`src/rtl/dap_swo_pkg.sv`:
```
// Shared constants and types for the SWO UART capture block: register map, bit indices,
// receiver state encoding and the baud divider floor.
package dap_swo_pkg;

   localparam int unsigned OFF_CR     = 0;
   localparam int unsigned OFF_BAUD   = 1;
   localparam int unsigned OFF_STATUS = 2;
   localparam int unsigned OFF_DATA   = 3;

   localparam int unsigned CR_EN    = 0;
   localparam int unsigned CR_FLUSH = 1;

   localparam int unsigned ST_EMPTY     = 16;
   localparam int unsigned ST_FULL      = 17;
   localparam int unsigned ST_OVERRUN   = 18;
   localparam int unsigned ST_FRAME_ERR = 19;

   localparam logic [15:0] MIN_DIV = 16'd4;

   typedef enum logic [1:0] {
      RX_IDLE,
      RX_START,
      RX_DATA,
      RX_STOP
   } rx_state_e;

   // Very small dividers cannot place a mid-bit sample, so clamp to the floor.
   function automatic logic [15:0] eff_div(input logic [15:0] div);
      return (div < MIN_DIV) ? MIN_DIV : div;
   endfunction

endpackage

```
`src/rtl/dap_sync_fifo.sv`:
```
// Single-clock FIFO with occupancy count; flush overrides push/pop, and a push into a full
// FIFO is accepted only when a pop frees a slot in the same cycle.
module dap_sync_fifo #(
   parameter int unsigned DW = 8,
   parameter int unsigned AW = 6
) (
   input  logic          i_clk,
   input  logic          i_rst_n,
   input  logic          i_push,
   input  logic [DW-1:0] i_data,
   input  logic          i_pop,
   input  logic          i_flush,
   output logic [DW-1:0] o_data,
   output logic [AW:0]   o_count,
   output logic          o_full,
   output logic          o_empty
);

   localparam int unsigned DEPTH   = 1 << AW;
   localparam logic [AW-1:0] PTR_ONE = AW'(1);
   localparam logic [AW:0]   CNT_ONE = (AW + 1)'(1);

   logic [DW-1:0] r_mem [DEPTH];
   logic [AW-1:0] r_wptr;
   logic [AW-1:0] r_rptr;
   logic [AW:0]   r_count;
   logic          w_do_push;
   logic          w_do_pop;

   assign o_empty   = (r_count == '0);
   assign o_full    = r_count[AW];
   assign o_count   = r_count;
   assign o_data    = r_mem[r_rptr];
   assign w_do_pop  = i_pop & ~o_empty;
   assign w_do_push = i_push & (~o_full | w_do_pop);

   always_ff @(posedge i_clk or negedge i_rst_n) begin
      if (!i_rst_n) begin
         r_wptr  <= '0;
         r_rptr  <= '0;
         r_count <= '0;
      end else if (i_flush) begin
         r_wptr  <= '0;
         r_rptr  <= '0;
         r_count <= '0;
      end else begin
         if (w_do_push) r_wptr <= r_wptr + PTR_ONE;
         if (w_do_pop)  r_rptr <= r_rptr + PTR_ONE;
         if (w_do_push && !w_do_pop)      r_count <= r_count + CNT_ONE;
         else if (w_do_pop && !w_do_push) r_count <= r_count - CNT_ONE;
      end
   end

   always_ff @(posedge i_clk) begin
      if (w_do_push && !i_flush) r_mem[r_wptr] <= i_data;
   end

endmodule

```
`src/rtl/dap_swo_uart_rx.sv`:
```
// SWO NRZ/UART (8N1, LSB first) receiver: synchroniser, mid-bit sampling FSM, byte FIFO and
// a four-word register window for firmware to drain captured trace bytes.
module dap_swo_uart_rx
   import dap_swo_pkg::*;
#(
   parameter int unsigned ADDRWIDTH = 12,
   parameter int unsigned BASE_ADDR = 0,
   parameter int unsigned FIFO_AW   = 6
) (
   input  logic                 i_clk,
   input  logic                 i_resetn,
   input  logic                 i_ahb_write_en,
   input  logic                 i_ahb_read_en,
   input  logic [ADDRWIDTH-1:0] i_ahb_addr,
   input  logic [31:0]          i_ahb_wdata,
   input  logic [3:0]           i_ahb_byte_strobe,
   output logic [31:0]          o_ahb_rdata,
   input  logic                 i_swo
);

   localparam logic [ADDRWIDTH-3:0] BASE_W = (ADDRWIDTH - 2)'(BASE_ADDR >> 2);

   logic              r_en, r_overrun, r_frame_err, r_sync1, r_sync2;
   logic [15:0]       r_div, r_div_lat, r_cnt;
   rx_state_e         r_state;
   logic [2:0]        r_idx;
   logic [7:0]        r_shift;
   logic              r_brk, r_push, r_fe_set;
   logic [ADDRWIDTH-3:0] w_word;
   logic              w_sel_cr, w_sel_baud, w_sel_st, w_sel_data;
   logic              w_rx, w_flush, w_pop, w_full, w_empty;
   logic              w_ovr_set, w_ovr_clr, w_fe_clr;
   logic [15:0]       w_div_eff;
   logic [7:0]        w_head;
   logic [FIFO_AW:0]  w_count;
   logic              w_unused;

   assign w_word     = i_ahb_addr[ADDRWIDTH-1:2];
   assign w_sel_cr   = (w_word == BASE_W + (ADDRWIDTH - 2)'(OFF_CR));
   assign w_sel_baud = (w_word == BASE_W + (ADDRWIDTH - 2)'(OFF_BAUD));
   assign w_sel_st   = (w_word == BASE_W + (ADDRWIDTH - 2)'(OFF_STATUS));
   assign w_sel_data = (w_word == BASE_W + (ADDRWIDTH - 2)'(OFF_DATA));
   assign w_rx       = r_sync2;
   assign w_div_eff  = eff_div(r_div);
   assign w_flush    = i_ahb_write_en & w_sel_cr & i_ahb_byte_strobe[0] & i_ahb_wdata[CR_FLUSH];
   assign w_pop      = i_ahb_read_en & w_sel_data & ~w_empty;
   // A byte lost to a full FIFO is only an overrun if no pop or flush made room for it.
   assign w_ovr_set  = r_push & w_full & ~w_pop & ~w_flush;
   assign w_ovr_clr  = i_ahb_write_en & w_sel_st & i_ahb_byte_strobe[2] & i_ahb_wdata[ST_OVERRUN];
   assign w_fe_clr   = i_ahb_write_en & w_sel_st & i_ahb_byte_strobe[2] & i_ahb_wdata[ST_FRAME_ERR];
   assign w_unused   = ^{i_ahb_addr[1:0], i_ahb_wdata[31:20], i_ahb_wdata[17:16],
                         i_ahb_byte_strobe[3]};

   always_ff @(posedge i_clk or negedge i_resetn) begin
      if (!i_resetn) begin
         r_en        <= 1'b0;
         r_div       <= '0;
         r_overrun   <= 1'b0;
         r_frame_err <= 1'b0;
         r_sync1     <= 1'b1;
         r_sync2     <= 1'b1;
      end else begin
         r_sync1     <= i_swo;
         r_sync2     <= r_sync1;
         r_overrun   <= w_ovr_set | (r_overrun & ~w_ovr_clr);
         r_frame_err <= r_fe_set | (r_frame_err & ~w_fe_clr);
         if (i_ahb_write_en && w_sel_cr && i_ahb_byte_strobe[0]) r_en <= i_ahb_wdata[CR_EN];
         if (i_ahb_write_en && w_sel_baud) begin
            if (i_ahb_byte_strobe[0]) r_div[7:0]  <= i_ahb_wdata[7:0];
            if (i_ahb_byte_strobe[1]) r_div[15:8] <= i_ahb_wdata[15:8];
         end
      end
   end

   always_ff @(posedge i_clk or negedge i_resetn) begin
      if (!i_resetn) begin
         r_state   <= RX_IDLE;
         r_cnt     <= '0;
         r_idx     <= '0;
         r_shift   <= '0;
         r_div_lat <= MIN_DIV;
         r_brk     <= 1'b0;
         r_push    <= 1'b0;
         r_fe_set  <= 1'b0;
      end else begin
         r_push   <= 1'b0;
         r_fe_set <= 1'b0;
         if (!r_en) begin
            r_state <= RX_IDLE;
            r_brk   <= 1'b0;
         end else begin
            unique case (r_state)
               RX_IDLE: if (!w_rx) begin
                  r_state   <= RX_START;
                  r_div_lat <= w_div_eff;
                  r_cnt     <= (w_div_eff >> 1) - 16'd1;
               end
               RX_START: if (r_cnt != '0) begin
                  r_cnt <= r_cnt - 16'd1;
               end else if (!w_rx) begin
                  r_state <= RX_DATA;
                  r_cnt   <= r_div_lat - 16'd1;
                  r_idx   <= '0;
               end else begin
                  r_state <= RX_IDLE;
               end
               RX_DATA: if (r_cnt != '0) begin
                  r_cnt <= r_cnt - 16'd1;
               end else begin
                  r_shift[r_idx] <= w_rx;
                  r_cnt          <= r_div_lat - 16'd1;
                  r_idx          <= r_idx + 3'd1;
                  if (r_idx == 3'd7) r_state <= RX_STOP;
               end
               // After a low stop bit, hold here until the line returns high (break).
               RX_STOP: if (r_brk) begin
                  if (w_rx) begin
                     r_state <= RX_IDLE;
                     r_brk   <= 1'b0;
                  end
               end else if (r_cnt != '0) begin
                  r_cnt <= r_cnt - 16'd1;
               end else if (w_rx) begin
                  r_push  <= 1'b1;
                  r_state <= RX_IDLE;
               end else begin
                  r_fe_set <= 1'b1;
                  r_brk    <= 1'b1;
               end
               default: r_state <= RX_IDLE;
            endcase
         end
      end
   end

   dap_sync_fifo #(
      .DW(8),
      .AW(FIFO_AW)
   ) u_fifo (
      .i_clk   (i_clk),
      .i_rst_n (i_resetn),
      .i_push  (r_push),
      .i_data  (r_shift),
      .i_pop   (w_pop),
      .i_flush (w_flush),
      .o_data  (w_head),
      .o_count (w_count),
      .o_full  (w_full),
      .o_empty (w_empty)
   );

   always_comb begin
      o_ahb_rdata = '0;
      if (w_sel_cr) begin
         o_ahb_rdata[CR_EN] = r_en;
      end else if (w_sel_baud) begin
         o_ahb_rdata[15:0] = r_div;
      end else if (w_sel_st) begin
         o_ahb_rdata[FIFO_AW:0]   = w_count;
         o_ahb_rdata[ST_EMPTY]     = w_empty;
         o_ahb_rdata[ST_FULL]      = w_full;
         o_ahb_rdata[ST_OVERRUN]   = r_overrun;
         o_ahb_rdata[ST_FRAME_ERR] = r_frame_err;
      end else if (w_sel_data && !w_empty) begin
         o_ahb_rdata[7:0] = w_head;
         o_ahb_rdata[8]   = 1'b1;
      end
   end

endmodule
```
`config.mk`:
```
export PLATFORM = sky130hd
export DESIGN_NAME = dap_swo_uart_rx
export DESIGN_NICKNAME = d
export VERILOG_FILES = /design/src/rtl/dap_swo_pkg.sv /design/src/rtl/dap_sync_fifo.sv /design/src/rtl/dap_swo_uart_rx.sv
export SDC_FILE = /design/constraint.sdc
export NUM_CORES = 1
export LEC_CHECK = 0
export BUFFER_PORTS_ARGS = -buffer_cell sky130_fd_sc_hd__buf_2
export CORE_MARGIN = 3
export CORE_UTILIZATION = 44
export CTS_BUF_LIST = sky130_fd_sc_hd__clkbuf_4 sky130_fd_sc_hd__clkbuf_8
export DETAILED_ROUTE_END_ITERATION = 16
export SLEW_MARGIN = 20
export SYNTH_ARGS = -nofsm -noshare
export SYNTH_HDL_FRONTEND = slang
export SYNTH_SLANG_ARGS = --single-unit
export TNS_END_PERCENT = 30
```
`constraint.sdc`:
```
create_clock -name i_clk -period 4.1 [get_ports i_clk]
set_input_delay 0.205 -clock i_clk [delete_from_list [all_inputs] [get_ports i_clk]]
set_output_delay 0.205 -clock i_clk [all_outputs]
set_load 0.02 [all_outputs]
```
==> impl_metrics.json <==
{
  "status": "completed",
  "rows": 87,
  "relSlewSlack_pct": 35.2,
  "p_leak_nw": 11.4,
  "numCtsBuffers": 97,
  "yosysWarnings": 0,
  "yosys_most_used_dff": "edfxtp_1",
  "clk_latency_ns": 0.70,
  "grt_pass1_wl_um": 92800,
  "fill_cells": 4716,
  "dr.pass1.iters": 5,
  "viasPerCell": 5.73,
  "placed_cells": 2359,
  "worst-setup-path-type": "reg2out",
  "synthTopCellsByArea": "edfxtp_1, dfrtp_1, mux4_2",
  "yosysTopAreaCell": "edfxtp_1",
  "ys_ff_latch": 600,
  "maxCapViolations": 0,
  "initial_core_util_pct": 44.8,
  "synth_mux_area_share_pct": 13.7,
  "worstPathArrival_ns": 3.73,
  "peakVddDrop_uv": 239,
  "htreeDepth": 3,
  "ant_nets": 0,
  "stdcell_count": 2567,
  "timing.hold.ws_ns": 0.101,
  "vias": 14700,
  "final_common_cell": "edfxtp_1",
  "io_pins": 85,
  "die_w_um": 247,
  "layout_common_cells": "edfxtp_1, nor2_1, clkbuf_8",
  "synth_top_family_by_area": "multiplexers",
  "seq_power_share_pct": 55.5,
  "port_buffers": 55,
  "wl_per_cell_um": 23.9,
  "fmax_mhz": 254,
  "drive_gt1_share_pct": 26.8,
  "drv_slew": 0,
  "grt_pass1_vias": 14800,
  "finClkSkew_ns": 0.0312,
  "cp_num_buf_inv": 2,
  "p_sw_share_pct": 21.5,
  "place_hpwl_um": 38600,
  "finalSetupViolations": 0,
  "fin_setup_tns_ns": 0,
  "syn_to_final_growth_pct": 14.5,
  "synth.avg_cell_area_um2": 16.6,
  "core_um2": 56800,
  "grt_max_degree": 66,
  "rsz0062_at_grt": "false",
  "pre_cts_ws_ns": 0.358,
  "regArea_um2": 17600,
  "powerDensity_nw_per_um2": 406,
  "finalHoldViolCount": 0,
  "crit_family": "compound AO/OA/AOI/OAI gates",
  "netlist_instances": 1536,
  "worst_slack_ns": 0.167,
  "path_max_fanout": 11,
  "synth_compound_area_share_pct": 5.83,
  "drc": 0,
  "max_stage_delay_ns": 0.63,
  "netSwitchingPower_mw": 2.54,
  "ys_seq_area_share_pct": 69.1,
  "yosys.area_share.adder_pct": 0.963,
  "synth_top_cell_area_share_pct": 60.4,
  "root_buffer": "clkbuf_8",
  "synth_area_um2": 25500,
  "hp-class": "in2reg",
  "timing.final.crit_period_ns": 3.93,
  "wirelength_um": 61300,
  "power.internal_mw": 9.28,
  "cts.path.max_buffers": 3,
  "nets": 1799,
  "synth_cell_types": 82,
  "gp_congestion": 0.885,
  "yosys.area_share.simple_pct": 6.60,
  "clockPowerShare_pct": 41.9,
  "cts.reportedPaths.clkPinSlew_ns": 0.06,
  "antenna_found_initial": 1,
  "synth-edff-count": 512,
  "fin_crit_sh_pct": 95.9,
  "die-area_um2": 60800,
  "globalRouteTotalUtil_pct": 20.5,
  "multi_input_comb_area_um2": 7270,
  "drtIter0Drc": 1337,
  "path_cells": "buf_8 -> mux4_2 -> a22o_1 -> a211oi_1 -> a21oi_1 -> a222oi_1 -> o21ai_1 -> buf_2",
  "async_reset_ff_share_pct": 14.7,
  "cp.required_ns": 3.89,
  "tritoncts_num_sinks": 600,
  "synthXorXnorAreaFrac_pct": 1.34,
  "cts_tree": "done",
  "die_h_um": 247,
  "cts_resized": 0,
  "crit_path_start_kind": "flop",
  "combPwrFrac_pct": 2.6,
  "critPathCaptureType": "output port",
  "worst_pin_slew_ns": 0.970,
  "crit_slowest_cell": "dfrtp_4",
  "overflow": 0
}
-- worst register-to-register path, delay by kind of cell, from the launching register on --
| kind | cells | cell delay [ns] |
|---|---|---|
| AOI/OAI and AO/OA | 4 | 0.98 |
| adders and majority gates | 2 | 0.59 |
| buffers and inverters | 1 | 0.20 |
| DFF | 1 | 0.42 |
| and+or+nand+nor | 5 | 1.33 |
-- synthesized netlist by cell type (all sizes together) (3+ instances only) --
master	number
nor2b	12
mux2i	70
inv	24
and2	8
mux2	42
a21oi	40
a22o	15
o221ai	16
mux4	101
edfxtp	512
a31oi	3
o21ai	33
or4	4
o22ai	17
o31ai	13
nand3b	11
nor3	26
dfrtp	85
and4	3
or3b	4
nand2	59
a211o	4
o211ai	4
xor2	20
clkbuf	42
a2111oi	3
or2	3
nand4	6
dfstp	3
a22oi	13
nor4	13
buf	57
a221oi	3
a21o	5
nor2	116
and3	18
nand3	30
xnor2	19
a221o	3
nor3b	4
or3	5
a211oi	23
ha	18
-- path summary, 6_finish.rpt --
kind / start / endpoint / slack (ns) / depth (start not counted)
worst max-delay path: u_fifo.r_rptr[0] / o_ahb_rdata[2] / 0.17 / 8
worst min-delay path: i_ahb_read_en / u_fifo.r_rptr[1] / 0.10 / 4
worst max register to register: u_fifo.o_count[1] / u_fifo.o_count[4] / 0.49 / 12
worst min register to register: r_sync1 / r_sync2 / 0.36 / 0
max in group asynchronous: i_resetn / r_sync1 / 3.12 / 3
min in group asynchronous: i_resetn / r_cnt[12] / 0.12 / 2
-- timing repair --
action,in CTS,in global routing
hold buffers,24,0
hold endpoints to repair,70,0
setup endpoints to repair,1,0
buffers inserted,1,0
-- state kept, by name, indices dropped and copies added (netlist names), 2 cells and up --
signal and cells:
u_fifo.r_wptr 6, r_state 2, u_fifo.r_mem 512, u_fifo.r_rptr 6, u_fifo.o_count 7, r_div 16
r_idx 3, r_cnt 16, r_shift 8, r_div_lat 16
-- metrics by stage --
step           area [µm²]  utilization, %  power (mW)
6_report            29100            51.3        11.8
3_5_place_dp        27000            47.5        6.98
3_3_place_gp        27000            47.5        6.98
4_1_cts             29100            51.3        12.0
5_1_grt             29100            51.3        12.3
2_1_floorplan       25500               -        6.89
-- cell families (layout without fill, tap and decap cells) --
kind of cell,count (synthesis),in the layout
and+or+nand+nor,329,329
adders and majority gates,19,19
xor gates and xnor gates,39,39
DFF,600,600
buffers and inverters,123,386
AOI/OAI and AO/OA,212,212
muxes,213,213
other,1,13
-- final cells by class --
cell class | instances | area share [%]
Tap cell | 756 | 3.25
Multi-Input combinational cell | 824 | 25.0
Timing Repair Buffer | 180 | 4.62
Inverter | 24 | 0.309
Clock buffer | 137 | 5.63
Clock inverter | 45 | 0.833
Antenna cell | 1 | 0.00859
Sequential cell | 600 | 60.4
-- power groups by stage --
stage          clock [mW]  combinational [mW]  sequential [mW]
6_report             4.95               0.311             6.57
3_5_place_dp            0               0.289             6.69
5_1_grt              5.37               0.342             6.56
2_1_floorplan           0               0.208             6.68
4_1_cts              5.09               0.310             6.56
3_3_place_gp            0               0.286             6.69
-- layer usage --
metal,vias up,GRT usage (%),wire length [µm]
met5,-,0,0
met4,0,6.66,1350
met3,91,3.91,4430
met2,566,31.9,28900
met1,7560,29.2,26600
li1,6489,-,-
Note: power is estimated with default switching activity, not from simulation.
